--- src/rtl/char_uart_tx.sv ---
// rtl/char_uart_tx.sv - byte FIFO feeding an 8N1 LSB-first UART transmitter
module char_uart_tx #(
  parameter int CLKS_PER_BIT = 434,
  parameter int FIFO_DEPTH   = 16,
  parameter int DEPTH_LOG2   = 4
) (
  input  logic                  CLK,
  input  logic                  RST,
  input  logic [7:0]            char,
  input  logic                  valid,
  output logic                  tx,
  output logic                  busy,
  output logic [DEPTH_LOG2:0]   fifo_count,
  output logic                  fifo_full,
  output logic                  overflow
);

  localparam int CNT_W = (CLKS_PER_BIT > 2) ? $clog2(CLKS_PER_BIT) : 1;
  localparam logic [CNT_W-1:0]      BIT_LAST   = CNT_W'(CLKS_PER_BIT - 1);
  localparam logic [DEPTH_LOG2:0]   FULL_COUNT = (DEPTH_LOG2 + 1)'(FIFO_DEPTH);

  typedef enum logic [1:0] {IDLE, START, DATA, STOP} state_t;

  state_t                 state;
  logic [CNT_W-1:0]       bit_cnt;
  logic [2:0]             bit_idx;
  logic [7:0]             shift;
  logic [7:0]             mem [FIFO_DEPTH];
  logic [DEPTH_LOG2-1:0]  wr_ptr;
  logic [DEPTH_LOG2-1:0]  rd_ptr;
  logic                   bit_end;
  logic                   have_data;
  logic                   pop;
  logic                   push;
  logic [DEPTH_LOG2:0]    count_next;

  // The FSM takes a byte when idle or at the last cycle of a stop bit;
  // a full FIFO still accepts a write on the edge that frees a slot.
  assign bit_end   = (bit_cnt == BIT_LAST);
  assign have_data = (fifo_count != '0);
  assign pop       = have_data && ((state == IDLE) || ((state == STOP) && bit_end));
  assign push      = valid && ((fifo_count != FULL_COUNT) || pop);
  assign busy      = (state != IDLE);

  // Next occupancy; a simultaneous push and pop leaves it unchanged.
  always_comb begin
    count_next = fifo_count;
    case ({push, pop})
      2'b10:   count_next = fifo_count + (DEPTH_LOG2 + 1)'(1);
      2'b01:   count_next = fifo_count - (DEPTH_LOG2 + 1)'(1);
      default: count_next = fifo_count;
    endcase
  end

  // Byte storage; contents need no reset because the pointers gate visibility.
  always_ff @(posedge CLK) begin
    if (push) begin
      mem[wr_ptr] <= char;
    end
  end

  // Pointers, occupancy flags and the sticky drop indicator.
  always_ff @(posedge CLK) begin
    if (RST) begin
      wr_ptr     <= '0;
      rd_ptr     <= '0;
      fifo_count <= '0;
      fifo_full  <= 1'b0;
      overflow   <= 1'b0;
    end else begin
      if (push) begin
        wr_ptr <= wr_ptr + DEPTH_LOG2'(1);
      end
      if (pop) begin
        rd_ptr <= rd_ptr + DEPTH_LOG2'(1);
      end
      fifo_count <= count_next;
      fifo_full  <= (count_next == FULL_COUNT);
      if (valid && !push) begin
        overflow <= 1'b1;
      end
    end
  end

  // Framing FSM: start bit, eight data bits LSB first, stop bit; tx is registered.
  always_ff @(posedge CLK) begin
    if (RST) begin
      state   <= IDLE;
      tx      <= 1'b1;
      bit_cnt <= '0;
      bit_idx <= '0;
      shift   <= '0;
    end else begin
      case (state)
        IDLE: begin
          tx <= 1'b1;
          if (pop) begin
            shift   <= mem[rd_ptr];
            state   <= START;
            tx      <= 1'b0;
            bit_cnt <= '0;
          end
        end
        START: begin
          if (bit_end) begin
            state   <= DATA;
            bit_idx <= '0;
            bit_cnt <= '0;
            tx      <= shift[0];
          end else begin
            bit_cnt <= bit_cnt + CNT_W'(1);
          end
        end
        DATA: begin
          if (bit_end) begin
            bit_cnt <= '0;
            if (bit_idx == 3'd7) begin
              state <= STOP;
              tx    <= 1'b1;
            end else begin
              bit_idx <= bit_idx + 3'd1;
              tx      <= shift[1];
              shift   <= {1'b0, shift[7:1]};
            end
          end else begin
            bit_cnt <= bit_cnt + CNT_W'(1);
          end
        end
        STOP: begin
          if (bit_end) begin
            bit_cnt <= '0;
            if (pop) begin
              shift <= mem[rd_ptr];
              state <= START;
              tx    <= 1'b0;
            end else begin
              state <= IDLE;
              tx    <= 1'b1;
            end
          end else begin
            bit_cnt <= bit_cnt + CNT_W'(1);
          end
        end
        default: begin
          state <= IDLE;
          tx    <= 1'b1;
        end
      endcase
    end
  end

endmodule

--- config.mk ---
export PLATFORM = sky130hd
export DESIGN_NAME = char_uart_tx
export DESIGN_NICKNAME = d
export VERILOG_FILES = /design/src/rtl/char_uart_tx.sv
export SDC_FILE = /design/constraint.sdc
export NUM_CORES = 1
export LEC_CHECK = 0
export CAP_MARGIN = 20
export CORE_AREA = 2 2 112 114
export CTS_CLUSTER_DIAMETER = 50
export DETAILED_ROUTE_END_ITERATION = 16
export DIE_AREA = 0 0 114 116
export PLACE_DENSITY = 0.81
export SLEW_MARGIN = 15
export SYNTH_ARGS = -nofsm -noshare
export SYNTH_HDL_FRONTEND = slang
export SYNTH_SLANG_ARGS = --single-unit
--- constraint.sdc ---
create_clock -name CLK -period 4.2 [get_ports CLK]
set_input_delay 1.05 -clock CLK [delete_from_list [all_inputs] [get_ports CLK]]
set_output_delay 1.05 -clock CLK [all_outputs]
set_load 0.03 [all_outputs]
==> flow_metrics.tcl <==
set metrics [dict create \
    outcome "finished clean" \
    reg2reg_from "bit_cnt[0]" \
    finalInstanceArea_mm2 0.00814 \
    pwr_density_cell_mw_per_mm2 609 \
    detail_route.vias_per_cell 6.41 \
    ys_seq_area_share_pct 64.8 \
    ir_worst_vdd_mv 0.467 \
    portBuffers 19 \
    worst_pin_slew_ns 0.990 \
    worstSkewPairLatency_ns 0.43 \
    tns_ns 0 \
    ff2ff_path_depth 13 \
    min_period_ns 3.81 \
    crit_slowest_cell "o311ai_1" \
    fin_crit_sh_pct 90.7 \
    critPathKind "flop to flop" \
    cts-hold-fix-buffers 0 \
    critPathCapture "fifo_full" \
    first_global_vias 4306 \
    drt_iter0_drc 369 \
    fp.coreArea_mm2 0.0119 \
    grt_util_all_layers_pct 23.9 \
    area_growth_pct 12.5 \
    synth_area_leader_cell "edfxtp_1" \
    crit_required_ns 4.51 \
    seq_area_mm2 0.00469 \
    drc 0 \
    rsz0062_at_grt "false" \
    layoutNonFillerInstCount 689 \
    pin_count 20 \
    place_area_mm2 0.00757 \
    via_count 4414 \
    fillers 808 \
    gp_congestion 0.840 \
    wl_mm 14.6 \
    drv_slew 0 \
    min_from "shift[7]" \
    critPathLaunch "bit_cnt[0]" \
    clk_path_buf_depth 2 \
    hold_path_class "flop to flop" \
    hold_violations 0 \
    maxSlewHeadroom_pct 33.8 \
    setup_viol 0 \
    cts_sinks 170 \
    initial_utilization_pct 60.7 \
    met1_usage_pct 29.4 \
    rrSetupSlack_ns 0.39 \
    async_reset_ff_share_pct 0 \
    r2r-end "fifo_full" \
    top_usage_layer "met2" \
    grt_use_met2_pct 40.1 \
    crit_arrival_ns 4.12 \
    grt_first_pass_wirelength_mm 23.1 \
    cts_made_buffers 17 \
    nets 558 \
    fin_skew_ns 0.0117 \
    start_kind "flop" \
    avgSynthCellArea_um2 14.3 \
    cts_tree "done" \
    holdWs_ns 0.491 \
    syn_inst 505 \
    path_delay_family "simple AND/OR/NAND/NOR gates" \
    cpPeakStageDelay_ns 0.60 \
    drive_gt1_share_pct 15.5 \
    post_cts_buffers 0 \
    wl_per_cell_um 21.2 \
    syn-num-nets 534 \
    die_w_um 114 \
    max_cap_violations 0 \
    ctsRootBufferMaster "clkbuf_16" \
    cts-htree-levels 4 \
    synth-edff-count 128 \
    path_clk_slew_ns 0.06 \
    finalPower_mw 4.96 \
    cp-end-kind "flop" \
    crit_chain "ha_1 -> nand4b_1 -> o311ai_1 -> and2_1 -> inv_1 -> ha_1 -> xor2_1 -> ha_1 -> a21oi_1 -> xnor2_1 -> a21boi_0 -> nor3_1 -> nor4bb_1" \
    ant_nets 0 \
    crit_top_cell "ha_1" \
    first_pass_iters 5 \
    synth-main-ff-cell "edfxtp_1" \
    synth_commonest_cells "128 x edfxtp_1, 59 x nor2_1, 42 x dfxtp_1, 19 x mux4_2, 19 x nor3_1" \
    cts_resized 0 \
    ys_warn_count 0 \
    netlist_area_mm2 0.00723 \
    clock.fmax_mhz 262 \
    yosysTopAreaCellShare_pct 53.2 \
    grt_start_max_net_pins 30 \
    crit_fanout 8 \
    cp.depth 13 \
    synthTopCellsByArea "edfxtp_1 53%, dfxtp_1 12%, mux4_2 5.9%" \
    critPathBufInv 1 \
    synth-seq-cells 170 \
    grt-ovfl-total 0 \
    dpl.hpwl_mm 9.27 \
    post-synth-top-count-cell "edfxtp_1" \
    row_count 40 \
    p_leak_nw 2.69 \
    dieArea_mm2 0.0132 \
    place_inst 657 \
    antenna_found_initial 0 \
    diodes 0 \
    met3_usage_pct 6.80 \
    die_height_um 116 \
    multi_input_area_mm2 0.00239 \
    yosysUniqueCellTypes 55 \
]
## layout by cell type (no fill, tap or decap), types with 5 or more instances in the layout
cell type,count
edfxtp_1,128
nor2_1,59
dfxtp_1,41
nor3_1,19
mux4_2,19
clkdlybuf4s50_1,19
ha_1,18
mux2_2,17
a21oi_1,17
clkbuf_16,17
nand2_1,15
o21ai_0,14
inv_1,11
nor2b_1,11
buf_4,11
mux2i_1,10
nand2b_1,9
a211oi_1,8
o22ai_1,7
and3_1,7
xor2_1,6
nand3_1,6
a2111oi_0,5
## metrics by stage
step                      util [%]  setup WS, ns
final                         68.3         0.389
after global routing          68.3        0.0630
after CTS                     68.3         0.466
after detailed placement      63.6         0.343
after global placement        63.6         0.541
after floorplan                  -          1.03
## sequential cells by signal (all words and copies together) (netlist names), named ones only
signal and flops:
bit_idx 3, bit_cnt 9, wr_ptr 4, shift 8, mem 128, fifo_full 1, fifo_count 5, tx 1
rd_ptr 4, overflow 1, state 2
## layer usage
metal	wire (um)	up-vias
met5	0	-
met4	306	0
met3	1070	29
met2	7430	208
met1	5780	2178
li1	-	1999
## how the worst min path moves through the flow
stage                  to  slack, ns  depth (start not counted)
2_1_floorplan    shift[7]       0.45                          1
3_3_place_gp   bit_cnt[8]       0.47                          1
3_5_place_dp     shift[7]       0.47                          1
4_1_cts          shift[7]       0.49                          1
5_1_grt        bit_cnt[8]       0.52                          1
6_report         shift[7]       0.49                          1
## kinds of logic (layout without fill, tap and decap cells)
logic type      count (synthesis)  in the layout  synth area share (%)
xor+xnor                       10             10                  1.21
simple gates                  141            141                  9.81
buf+inv                        36             73                  2.18
mux                            50             50                  11.4
compound gates                 80             80                  7.49
fa+ha+maj                      18             18                  3.11
flops                         170            170                  64.8
## final cells by class
class,count,area share [%]
Timing Repair Buffer,30,3.35
Clock inverter,14,1.68
Multi-Input combinational cell,299,29.4
Tap cell,147,2.26
Clock buffer,18,5.27
Sequential cell,170,57.6
Inverter,11,0.507
## worst reg2reg max path, delay by kind of cell (launching register included)
kind	cells	cell delay, ns
AO/OA/AOI/OAI	3	0.90
adder cells (fa/ha/maj)	3	0.72
flip-flops	1	0.39
XOR/XNOR	2	0.33
buffers and inverters	1	0.11
AND/OR/NAND/NOR	4	1.26
## report_power, final
group	internal, mW	leakage, nW	switching (mW)
clock	0.829	0.268	0.660
sequential	1.92	1.50	0.150
combinational	0.604	0.928	0.794
(Power assumes the default switching activity.)
==> patch, RTL diff (same settings) <==
Change the parameter `DEPTH_LOG2` from 4 to 5.
--- a/src/rtl/char_uart_tx.sv
+++ b/src/rtl/char_uart_tx.sv
@@ -3,5 +3,5 @@
   parameter int CLKS_PER_BIT = 434,
   parameter int FIFO_DEPTH   = 16,
-  parameter int DEPTH_LOG2   = 4
+  parameter int DEPTH_LOG2   = 5
 ) (
   input  logic                  CLK,
Ports: changed (resized fifo_count); port bits go from 20 to 21. The function was not compared with the original's and may differ.
==> patch against the original RTL <==
- sequential cell count up 1
- setup slack improved by 0.59 ns
- routed wire length increased by 3.1%
- clock power up 13%
- power increased by 0.53%
- global-route usage increased by 1.1 points
- area after synthesis about the same
- final area increased by 1.9%
- combinational power down 12%
- core utilization up 1.3 points
- highest routed layer unchanged
==> patch: results (changes against the original RTL) <==
Peak supply drop 0.348 mV (-25%); Worst Path Arrival 3.59 ns (-0.53 ns); routed wirelength normalized by instance count 22.2 um (+5.1%); wire length of the first global-routing pass 24000 um (+4.0%); Crit path max-delay family compound AO/OA/AOI/OAI gates; Total GRT Usage 25.0% (+1.1 points); Detail Placement HPWL 9730 um (+5.0%); post-synthesis sequential element count 171 (+0.59%); xor/xnor cell area share of the yosys netlist 1.09% (-0.12 points); static leakage 0.00271 uW (+0.69%); start of the worst register-to-register path fifo_count[1]; number of design-rule violations left by the first detailed-router iteration 562 (+52%); number of ordinary and repair buffers in the finished layout 36 (+20%); area fraction in compound gates after synthesis 8.54% (+1.0 points); Worst Min Path Start shift[6]; critical path class input pin to flop; multiplexer share of the synthesized area 11.7% (+0.30 points); hold worst-path end shift[6]; FF-to-FF setup slack 1.02 ns (+0.63 ns); post-route design area 8290 um^2 (+1.9%); Synth top cells by count sky130_fd_sc_hd__edfxtp_1 (128), sky130_fd_sc_hd__nor2_1 (48), sky130_fd_sc_hd__dfxtp_1 (43); number of fillers in the final layout 764 (-5.4%); fraction of standard cell area that is sequential 56.8% (-0.81 points); arithmetic-cell share of the synthesized area counting full adders, half adders and majority gates 3.57% (+0.45 points); maximum number of pins on one net before global-route repair 36 (+20%); share of layout cells above drive strength 1 17.8% (+2.3 points); internal power of the cells 3450 uW (+2.8%); slowest stage delay, CP 0.53 ns (-0.07 ns); net count after synthesis 511 (-4.3%); final setup skew 0.0119 ns (+0.000227 ns); critical path peak fanout 10 (+2); Non-Clock Buffer Area Fraction 3.86% (+0.51 points); number of combinational gates with multiple inputs 277 (-7.4%); count of buffers inserted at the top-level ports 20 (+1); Inverters, non-clock 13 (+2); headroom to the max-slew limit 29.1% (-4.7 points); nets@finish 547 (-2.0%); final worst hold slack 0.472 ns (-0.0188 ns); result of the run finished, final reports clean
[patch: cell types whose count changed in the layout (fill, tap and decap cells not counted), sizes merged, moves of 6 or more]
cell | unedited run | this run
nand3 | 6 | 15
mux4 | 23 | 34
nor2 | 59 | 48
o2bb2ai | 0 | 7
nor3 | 19 | 12
nor2b | 11 | 1
mux2 | 17 | 0
a21oi | 17 | 23
[patch: worst reg2reg max path: stages, from the launching register on]
cell and delay (ns):
sky130_fd_sc_hd__dfxtp_1 0.38, sky130_fd_sc_hd__or4_4 0.59, sky130_fd_sc_hd__or3_4 0.40, sky130_fd_sc_hd__nand3_4 0.16, sky130_fd_sc_hd__inv_4 0.08, sky130_fd_sc_hd__ha_1 0.35
sky130_fd_sc_hd__o21ai_0 0.13, sky130_fd_sc_hd__o21a_1 0.23, sky130_fd_sc_hd__o2111a_1 0.26, sky130_fd_sc_hd__a211oi_1 0.38, sky130_fd_sc_hd__a2bb2oi_2 0.16
[patch: power groups by stage]
| stage | registers [uW] | clock network, uW | logic [uW] |
|---|---|---|---|
| floorplan | 2080 | 0 | 885 |
| global placement | 2100 | 0 | 1150 |
| detailed placement | 2110 | 0 | 1200 |
| CTS | 2080 | 1700 | 1220 |
| global route | 2090 | 1770 | 1340 |
| finish | 2080 | 1680 | 1230 |
[patch: per-layer routing]
layer	GRT usage (%)	share of wire [%]	vias up	routed length [um]
li1	-	-	1960	-
met1	33.1	40	2208	6010
met2	40.9	51	204	7620
met3	6.49	7.9	31	1190
met4	8.70	1.4	0	215
met5	0	0	-	0
[patch: stage by stage]
stage	power, uW	std cells	worst slack (ns)
finish	4980	676	0.975
global route	5200	676	0.879
CTS	4990	676	1.04
detailed placement	3310	644	0.631
global placement	3250	644	0.795
floorplan	2960	480	1.27
